--- config.mk ---
export PLATFORM = sky130hd
export DESIGN_NAME = instr_fetch_queue
export DESIGN_NICKNAME = d
export VERILOG_FILES = /design/src/rtl/instr_fetch_queue_pkg.sv /design/src/rtl/instr_fetch_queue_fifo.sv /design/src/rtl/instr_fetch_queue.sv
export SDC_FILE = /design/constraint.sdc
export NUM_CORES = 1
export LEC_CHECK = 0
export ABC_AREA = 1
export ABC_CLOCK_PERIOD_IN_PS = 3620
export BUFFER_PORTS_ARGS = -buffer_cell sky130_fd_sc_hd__buf_2
export CAP_MARGIN = 25
export CORE_ASPECT_RATIO = 0.7
export CORE_MARGIN = 2
export CORE_UTILIZATION = 50
export CTS_BUF_LIST = sky130_fd_sc_hd__clkbuf_8 sky130_fd_sc_hd__clkbuf_16
export DETAILED_ROUTE_END_ITERATION = 8
export PLACE_DENSITY = 0.69
export SLEW_MARGIN = 40
export SYNTH_ARGS = -nofsm -noshare
export SYNTH_HDL_FRONTEND = slang
export SYNTH_HIERARCHICAL = 1
export SYNTH_SLANG_ARGS = --single-unit
--- constraint.sdc ---
create_clock -name Clock -period 3.62 [get_ports Clock]
set_input_delay 0.543 -clock Clock [delete_from_list [all_inputs] [get_ports Clock]]
set_output_delay 0.543 -clock Clock [all_outputs]
set_load 0.01 [all_outputs]
--- src/rtl/instr_fetch_queue_pkg.sv ---
// Shared definitions for the instruction fetch queue.
//   INSTR_W / BYTE_W   : instruction and memory-port data widths
//   RESET_PC_DEFAULT   : default PC of the first fetch after reset
//   fetch_state_e      : fetch FSM encoding (idle, fetching high byte, fetching low byte)
//   fetch_entry_t      : one queued instruction together with its PC
package instr_fetch_queue_pkg;

    localparam int unsigned INSTR_W = 16;
    localparam int unsigned BYTE_W  = 8;

    localparam logic [INSTR_W-1:0] RESET_PC_DEFAULT = 16'd10;

    typedef enum logic [1:0] {
        StIdle  = 2'd0,
        StReqHi = 2'd1,
        StReqLo = 2'd2
    } fetch_state_e;

    typedef struct packed {
        logic [INSTR_W-1:0] pc;
        logic [INSTR_W-1:0] instr;
    } fetch_entry_t;

endpackage

--- src/rtl/instr_fetch_queue_fifo.sv ---
// Synchronous FIFO of fetched instructions with their PCs.
//   Clock, Reset : clock and synchronous active-high reset
//   push, wdata  : enqueue an entry (ignored while full or flushing)
//   pop          : dequeue the head (ignored while empty or flushing)
//   flush        : discard every entry; wins over push and pop
//   full, empty  : occupancy flags
//   count        : number of stored entries
//   head         : oldest entry (undefined content when empty)
module fetch_fifo
    import instr_fetch_queue_pkg::*;
#(
    parameter int unsigned DEPTH = 4,
    parameter int unsigned CNT_W = $clog2(DEPTH) + 1
) (
    input  logic             Clock,
    input  logic             Reset,
    input  logic             push,
    input  fetch_entry_t     wdata,
    input  logic             pop,
    input  logic             flush,
    output logic             full,
    output logic             empty,
    output logic [CNT_W-1:0] count,
    output fetch_entry_t     head
);

    localparam int unsigned PTR_W = $clog2(DEPTH);

    fetch_entry_t     mem_q [DEPTH];
    logic [PTR_W-1:0] wr_ptr_q;
    logic [PTR_W-1:0] rd_ptr_q;
    logic [CNT_W-1:0] count_q;
    logic             do_push;
    logic             do_pop;

    assign full    = (count_q == CNT_W'(DEPTH));
    assign empty   = (count_q == '0);
    assign do_push = push & ~full & ~flush;
    assign do_pop  = pop & ~empty & ~flush;
    assign count   = count_q;
    assign head    = mem_q[rd_ptr_q];

    // Pointers wrap naturally because DEPTH is a power of two.
    always_ff @(posedge Clock) begin
        if (Reset || flush) begin
            wr_ptr_q <= '0;
            rd_ptr_q <= '0;
            count_q  <= '0;
        end else begin
            if (do_push) wr_ptr_q <= wr_ptr_q + PTR_W'(1);
            if (do_pop)  rd_ptr_q <= rd_ptr_q + PTR_W'(1);
            count_q <= count_q + CNT_W'(do_push) - CNT_W'(do_pop);
        end
    end

    always_ff @(posedge Clock) begin
        if (do_push) mem_q[wr_ptr_q] <= wdata;
    end

endmodule

--- src/rtl/instr_fetch_queue.sv ---
// Fetch stage: reads big-endian 16-bit instructions one byte per req/ack beat, queues them
// with their PCs and hands them to decode over valid/ready. A redirect flushes the queue.
//   Clock, Reset          : clock and synchronous active-high reset
//   mem_req, mem_addr     : byte read request and address (held until mem_ack)
//   mem_ack, mem_rdata    : read completion and byte data
//   redirect, redirect_pc : taken branch; fetch restarts at redirect_pc with bit 0 cleared
//   instr_valid, instr,
//   instr_pc              : queue head (instr/instr_pc read 0 when empty)
//   instr_ready           : decode accepts the head
module instr_fetch_queue
    import instr_fetch_queue_pkg::*;
#(
    parameter logic [15:0] RESET_PC = RESET_PC_DEFAULT,
    parameter int unsigned QDEPTH   = 4
) (
    input  logic               Clock,
    input  logic               Reset,
    output logic               mem_req,
    output logic [15:0]        mem_addr,
    input  logic               mem_ack,
    input  logic [BYTE_W-1:0]  mem_rdata,
    input  logic               redirect,
    input  logic [15:0]        redirect_pc,
    output logic               instr_valid,
    output logic [INSTR_W-1:0] instr,
    output logic [15:0]        instr_pc,
    input  logic               instr_ready
);

    localparam int unsigned CNT_W = $clog2(QDEPTH) + 1;

    fetch_state_e      state_q;
    logic [15:0]       fetch_pc_q;
    logic [BYTE_W-1:0] hi_q;
    logic              drop_q;
    logic              mem_req_q;
    logic [15:0]       mem_addr_q;

    logic              fire;
    logic              push;
    logic              pop;
    logic              full;
    logic              empty;
    logic [CNT_W-1:0]  count;
    logic [CNT_W-1:0]  count_next;
    logic              room;
    fetch_entry_t      wdata;
    fetch_entry_t      head;
    logic [15:0]       new_pc;
    logic [15:0]       pc_plus1;
    logic [15:0]       pc_plus2;
    logic              unused_redirect_lsb;

    assign unused_redirect_lsb = redirect_pc[0];

    assign fire     = mem_req_q & mem_ack;
    assign new_pc   = {redirect_pc[15:1], 1'b0};
    assign pc_plus1 = fetch_pc_q + 16'd1;
    assign pc_plus2 = fetch_pc_q + 16'd2;

    // A redirect discards both the completing push and any pop of that cycle.
    assign push  = (state_q == StReqLo) & fire & ~drop_q & ~redirect;
    assign pop   = instr_valid & instr_ready & ~redirect;
    assign wdata = '{pc: fetch_pc_q, instr: {hi_q, mem_rdata}};

    assign count_next = count + CNT_W'(push) - CNT_W'(pop);
    assign room       = (count_next < CNT_W'(QDEPTH));

    fetch_fifo #(
        .DEPTH (QDEPTH),
        .CNT_W (CNT_W)
    ) u_fifo (
        .Clock (Clock),
        .Reset (Reset),
        .push  (push),
        .wdata (wdata),
        .pop   (pop),
        .flush (redirect),
        .full  (full),
        .empty (empty),
        .count (count),
        .head  (head)
    );

    assign instr_valid = ~empty;
    assign instr       = empty ? '0 : head.instr;
    assign instr_pc    = empty ? '0 : head.pc;
    assign mem_req     = mem_req_q;
    assign mem_addr    = mem_addr_q;

    // mem_req/mem_addr are registered so an in-flight request never changes before its ack.
    always_ff @(posedge Clock) begin
        if (Reset) begin
            state_q    <= StIdle;
            fetch_pc_q <= RESET_PC;
            hi_q       <= '0;
            drop_q     <= 1'b0;
            mem_req_q  <= 1'b0;
            mem_addr_q <= RESET_PC;
        end else if (redirect) begin
            fetch_pc_q <= new_pc;
            if (state_q == StIdle || fire) begin
                state_q    <= StReqHi;
                mem_req_q  <= 1'b1;
                mem_addr_q <= new_pc;
                drop_q     <= 1'b0;
            end else begin
                // Request still outstanding: let it finish, then throw its byte away.
                drop_q <= 1'b1;
            end
        end else begin
            case (state_q)
                StIdle: begin
                    if (!full) begin
                        state_q    <= StReqHi;
                        mem_req_q  <= 1'b1;
                        mem_addr_q <= fetch_pc_q;
                    end
                end
                StReqHi: begin
                    if (fire) begin
                        if (drop_q) begin
                            drop_q     <= 1'b0;
                            mem_addr_q <= fetch_pc_q;
                        end else begin
                            hi_q       <= mem_rdata;
                            state_q    <= StReqLo;
                            mem_addr_q <= pc_plus1;
                        end
                    end
                end
                StReqLo: begin
                    if (fire) begin
                        if (drop_q) begin
                            drop_q     <= 1'b0;
                            state_q    <= StReqHi;
                            mem_addr_q <= fetch_pc_q;
                        end else begin
                            fetch_pc_q <= pc_plus2;
                            mem_addr_q <= pc_plus2;
                            if (room) begin
                                state_q <= StReqHi;
                            end else begin
                                state_q   <= StIdle;
                                mem_req_q <= 1'b0;
                            end
                        end
                    end
                end
                default: begin
                    state_q   <= StIdle;
                    mem_req_q <= 1'b0;
                end
            endcase
        end
    end

endmodule

==> results.toml, run 1 <==
[timing]
fin_setup_tns_ns = 0
setup_viol = 0
period_minus_slack_ns = 2.789
tightest_slew_ns = 0.7573
finalHoldViolCount = 0
fmax_ghz = 0.3585
grt_setup_unrepaired = "false"
fin_skew_ns = 0.01670
slew_viol_final = 0
period_share_pct = 77.05
slew_headroom_pct = 49.24

[setup_path]
worst_ep_required_time_ns = 3.08
path_max_fanout = 36
cp-end-kind = "primary output"
critical_path_class = "reg -> out"
cp-start-kind = "register"
cp.arrival_ns = 2.25

[floorplan]
start_util_pct = 51.58
core_area_um2 = 15640
ios = 79
placementRows = 38
fp.dieW_um = 155.8
dieArea_um2 = 17190
fp.dieH_um = 110.3

[clock_network]
cts_root_buf = "clkbuf_16"
clk_path_buf_depth = 2
clk_latency_ns = 0.43
ctsHtreeMaxLevel = 4
path_clk_slew_ns = 0.07
cts.sinks = 180
postCtsSetupBuffers = 0
cts_hold_buf = 0
cts_buffers = 17
cts_tree = "built"
post_cts_resized = 0

[routing]
route.met2.wl_um = 7592
firstDrtPassIters = 5
highest_layer = "met4"
postRouteAntennaNets = 0
drc = 0
vias = 6031
drt_iter0_drc = 513
dr_wl_met3_um = 1284
wl_per_cell_um = 15.65
vias_per_cell = 5.419
wl_met1_um = 8392
drt_wl_total_um = 17420

[power_and_ir_drop]
report.power.total_w = 0.005097
total_leakage_power_nw = 3.700
power_density_nw_per_um2 = 553.1
vdd_drop_max_mv = 0.3960

[logic_synthesis]
async_flop_share_pct = 0
ys_types = 39
synth_seq_cells = 180
seq_area_frac_synth_pct = 60.54
synthCells = 828
synth-main-ff-cell = "edfxtp_1"
yosys-top-cells-area = "edfxtp_1 (48%), dfxtp_1 (13%), nor2_1 (7.0%)"
yosysWarningCount = 6
synth-edff-count = 128
postSynthAreaPerCell_um2 = 9.745
syn-cell-area_um2 = 8069
yosys.area.top_type = "edfxtp_1"
yosysTopAreaCellShare_pct = 47.64

[job]
maxCapViolCount = 0

[grt]
grt_pass1_vias = 5425
grt_max_degree = 65
grt-ovfl-total = 0
track_usage_pct = 21.36
grt_pass1_wl_um = 27960
antenna_found_initial = 0

[placed_design]
io_buffers = 77
place_hpwl_um = 11040
globalplace.congestion = 0.9077

[status]
status = "finished clean"

[final_layout]
fill_cells = 1316
syn2layout_area_growth_pct = 14.22
drive_above_1_share_pct = 15.99
nNetsFinal = 944
seqCellArea_um2 = 4886
multi_input_area_um2 = 2629
num_antenna_cells = 0
utilization_pct = 58.92

[hold_path]
hp-class = "in -> reg"
[flip-flops by register name (all words and copies together), names as in the netlist, named ones only]
name and count:
mem_req 1, state_q 2, u_fifo/rd_ptr_q 2, drop_q 1, u_fifo/count 3, hi_q 8, u_fifo/wr_ptr_q 2, u_fifo/mem_q 128
fetch_pc_q 15, mem_addr 16
[area by class of cell]
class                           count  share of cell area, %
Sequential cell                   180                  53.01
Multi-Input combinational cell    523                  28.52
Timing Repair Buffer               88                  5.213
Clock buffer                       17                  4.616
Inverter                           90                  3.774
Tap cell                          200                  2.715
Clock inverter                     15                  2.145
[synth_stat cells (11+ instances only)]
library cell    n
dfxtp_1        52
nand3_1        32
inv_1          83
nand2_1        99
edfxtp_1      128
o21ai_1        37
nand4_1        11
nor2_1        150
o21ai_0        68
a31oi_1        13
o22ai_1        33
a21oi_1        31
ha_1           14
[layer usage]
layer | vias to the layer above | track usage, %
met5 | - | 0
met4 | 0 | 6.094
met3 | 15 | 3.636
met2 | 221 | 32.11
met1 | 2812 | 32.18
li1 | 2983 | -
[path summary, 6_finish.rpt]
path                                                      to  slack, ns                     start  depth (start not counted)
worst max-delay path                            instr_pc[15]       0.83                  register                          6
worst min-delay path            u_fifo/mem_q[3][7]$_DFFE_PP_       0.35              mem_rdata[7]                          1
worst max register to register    u_fifo/count[2]$_SDFF_PP0_       0.84   state_q[0]$_SDFFE_PP0P_                         15
worst min register to register      mem_addr[3]$_SDFFE_PP1P_       0.47  mem_addr[3]$_SDFFE_PP1P_                          2
[layout by cell type, fill, tap and decap left out, types with 2 or more instances in the layout]
master	n
nand4_1	11
clkbuf_16	17
nand3_2	2
conb_1	4
a21o_1	2
nor2_1	146
o21ai_1	37
a21oi_1	31
ha_1	14
o21ai_0	68
a31oi_1	13
dfxtp_1	51
buf_4	10
inv_1	83
inv_2	5
nand3_1	32
clkinv_8	5
xor2_1	6
buf_2	77
inv_6	6
nand2_1	99
a211oi_1	2
nor2_4	7
nor2_2	3
edfxtp_1	128
o22ai_1	33
inv_8	4
nand2_2	3
[logic make-up (layout without fill, tap and decap cells)]
| group | after synthesis | in the layout | share of synthesized area (%) |
|---|---|---|---|
| and+or+nand+nor | 307 | 307 | 16.03 |
| other | 1 | 4 | 0.04647 |
| xor gates and xnor gates | 7 | 7 | 0.7598 |
| adders and majority gates | 15 | 15 | 2.419 |
| AOI/OAI and AO/OA | 189 | 189 | 12.68 |
| DFF | 180 | 180 | 60.54 |
| buffers and inverters | 128 | 210 | 7.397 |
| muxes | 1 | 1 | 0.1241 |
[worst max-delay path: stages (launching register included)]
cell     delay (ns)
dfxtp_2        0.80
buf_4          0.33
o21ai_0        0.11
o22ai_1        0.20
inv_1          0.06
nor2_1         0.14
buf_2          0.16
[where the power goes]
group          internal, W  switching (W)
logic             0.000254       0.000539
clock network      0.00100       0.000881
registers          0.00232      0.0000984
[stage by stage]
step / instance area (um2) / setup slack, ns / hold WS (ns) / cells
final: 9216 / 0.8308 / 0.3494 / 1113
after global routing: 9216 / 0.5454 / 0.3484 / 1113
after CTS: 9216 / 0.7962 / 0.3368 / 1113
after detailed placement: 8593 / 0.8553 / 0.4545 / 1081
after global placement: 8593 / 0.8583 / 0.4555 / 1081
after floorplan: 8080 / 0.4868 / 0.4608 / 831
(Power assumes the default switching activity.)
==> run 2, diff against run 1 <==
ABC_CLOCK_PERIOD_IN_PS = 2800   (was 3620)
clock period = 2.8 ns   (was 3.62 ns; I/O delays follow)
==> run 2 against run 1 <==
Compared with the run above:
- cell area is 0.96% higher
- clock power increased by 28%
- sequential share of layout area down 0.51 points
- hold slack got worse by 0.11 ns
- critical path type is now reg -> reg
- combinational power rose by 39%
- global-route usage increased by 0.62 points
- power increased by 30%
- non-clock buffer count rose by 7
- critical endpoint is now u_fifo/count[2]$_SDFF_PP0_
- clock skew shrank 0.0054 ns
- first-iteration DRC count down 1.2%
- critical path depth up 9
==> results.toml, run 2 (synthesized netlist as in run 1, its figures left out) <==
[status]
status = "finished clean"

[setup_path]
path_max_fanout = 5
critical-path-max-stage-delay_ns = 0.37
cpMostUsedCell = "inv_1"
path_delay_family = "adder cells"
cp-end-kind = "register"
cp-start-kind = "register"
crit_slowest_cell = "fa_1"
worst_ep_required_time_ns = 3.11
path_buf_inv = 5
cp.arrival_ns = 2.82
critical_path_class = "reg -> reg"
crit_chain = "inv_1, ha_1, inv_2, nor2_4, inv_1, nor3_1, inv_1, nor2_2, nand2_2, ha_1, inv_1, ha_1, fa_1, xor2_1, nor2_1"

[final_layout]
nNetsFinal = 951
drive_above_1_share_pct = 16.74
syn2layout_area_growth_pct = 15.32
top_register = "u_fifo/mem_q"
final_cell_mix = "nor2_1 (145), edfxtp_1 (128), nand2_1 (99)"
final_cells = 1120
stdcell_area_um2 = 9305
num_antenna_cells = 0
final_common_cell = "nor2_1"
largest_register_ffs = 128

[timing]
fmax_ghz = 0.3975
period_share_pct = 89.86
grt_setup_unrepaired = "false"
setup_viol = 0
finalHoldViolCount = 0
tightest_slew_ns = 0.7921
whs_ns = 0.2363
slew_viol_final = 0
period_minus_slack_ns = 2.516
slew_headroom_pct = 47.14
fin_skew_ns = 0.01129

[floorplan]
ios = 79
fp.dieH_um = 110.3
placementRows = 38
core_area_um2 = 15640
dieArea_um2 = 17190
start_util_pct = 51.58
fp.dieW_um = 155.8

[routing]
vias = 6046
wl_per_cell_um = 15.97
drt_iter0_drc = 507
vias_per_cell = 5.398
drc = 0
postRouteAntennaNets = 0
drt_wl_total_um = 17880
firstDrtPassIters = 5

[clock_network]
post_cts_resized = 0
cts_hold_buf = 0
cts_root_buf = "clkbuf_16"
cts_tree = "built"
cts.sinks = 180
clk_latency_ns = 0.42
clk_path_buf_depth = 2
cts_buffers = 17
path_clk_slew_ns = 0.07
postCtsSetupBuffers = 0
ctsHtreeMaxLevel = 4

[placed_design]
place_hpwl_um = 11450
globalplace.congestion = 0.8922
io_buffers = 77
placed_cell_area_um2 = 8696
place_inst = 1088

[grt]
grt-ovfl-total = 0
grt_max_degree = 65
antenna_found_initial = 0
grt_pass1_vias = 5431
track_usage_pct = 21.98
grt_pass1_wl_um = 28780

[hold_path]
hp-class = "in -> reg"

[power_and_ir_drop]
power_density_nw_per_um2 = 713.9
vdd_drop_max_mv = 0.5259
total_leakage_power_nw = 3.674

[job]
maxCapViolCount = 0
==> run 2: cell types whose count changed in the layout (fill, tap and decap cells not counted) <==
cell,previous run,this run
nor2_1,146,145
buf_12,1,5
clkinv_8,5,2
clkinv_4,0,1
clkinv_2,0,1
buf_4,10,13
inv_6,6,3
nor2_2,3,4
inv_8,4,8
==> run 2: cell type report <==
| class | count | area [um2] |
|---|---|---|
| clock buffers | 17 | 425.4 |
| clock inverters | 15 | 181.4 |
| fillers | 1344 | 6337 |
| inverters | 90 | 347.8 |
| multi-input cells | 523 | 2631 |
| flip-flops and latches | 180 | 4886 |
| well taps | 200 | 250.2 |
| repair buffers | 95 | 583.1 |
==> run 2: where the power goes <==
group	total [W]	switching (W)	internal, W
Sequential	0.00312	0.000117	0.00300
Clock	0.00242	0.00113	0.00129
Combinational	0.00110	0.000728	0.000374
==> run 2: final timing paths <==
check                      startpoint                            to  slack [ns]  depth (start not counted)
max reg2reg   state_q[0]$_SDFFE_PP0P_    u_fifo/count[2]$_SDFF_PP0_        0.28                         15
max           state_q[0]$_SDFFE_PP0P_    u_fifo/count[2]$_SDFF_PP0_        0.28                         15
min                      mem_rdata[6]  u_fifo/mem_q[2][6]$_DFFE_PP_        0.24                          1
min reg2reg  mem_addr[3]$_SDFFE_PP1P_      mem_addr[3]$_SDFFE_PP1P_        0.47                          2
==> run 2: stage by stage <==
stage	setup TNS, ns	total power (W)	utilization (%)	setup WS, ns
global placement	0	0.004242	55.59	0.2609
finish	0	0.006643	59.49	0.2840
global route	0	0.006949	59.49	0.03171
CTS	0	0.006668	59.47	0.1890
detailed placement	0	0.004253	55.59	0.2297
floorplan	-32.29	0.003908	-	-0.2523
==> run 2: worst register-to-register path, delay by kind of cell, from the launching register on <==
kind / cells / cell delay, ns
DFF: 1 / 0.35
adders and majority gates: 4 / 1.00
xor gates and xnor gates: 1 / 0.16
and+or+nand+nor: 5 / 0.54
buffers and inverters: 5 / 0.36
==> run 2: routing by layer <==
layer  vias up  global-route usage (%)  part of all wire [%]
met5         -                       0                     0
met4         0                   3.801                  0.45
met2       175                   33.22                    44
met3        11                   4.730                   5.7
li1       3000                       -                     -
met1      2860                   33.30                    50
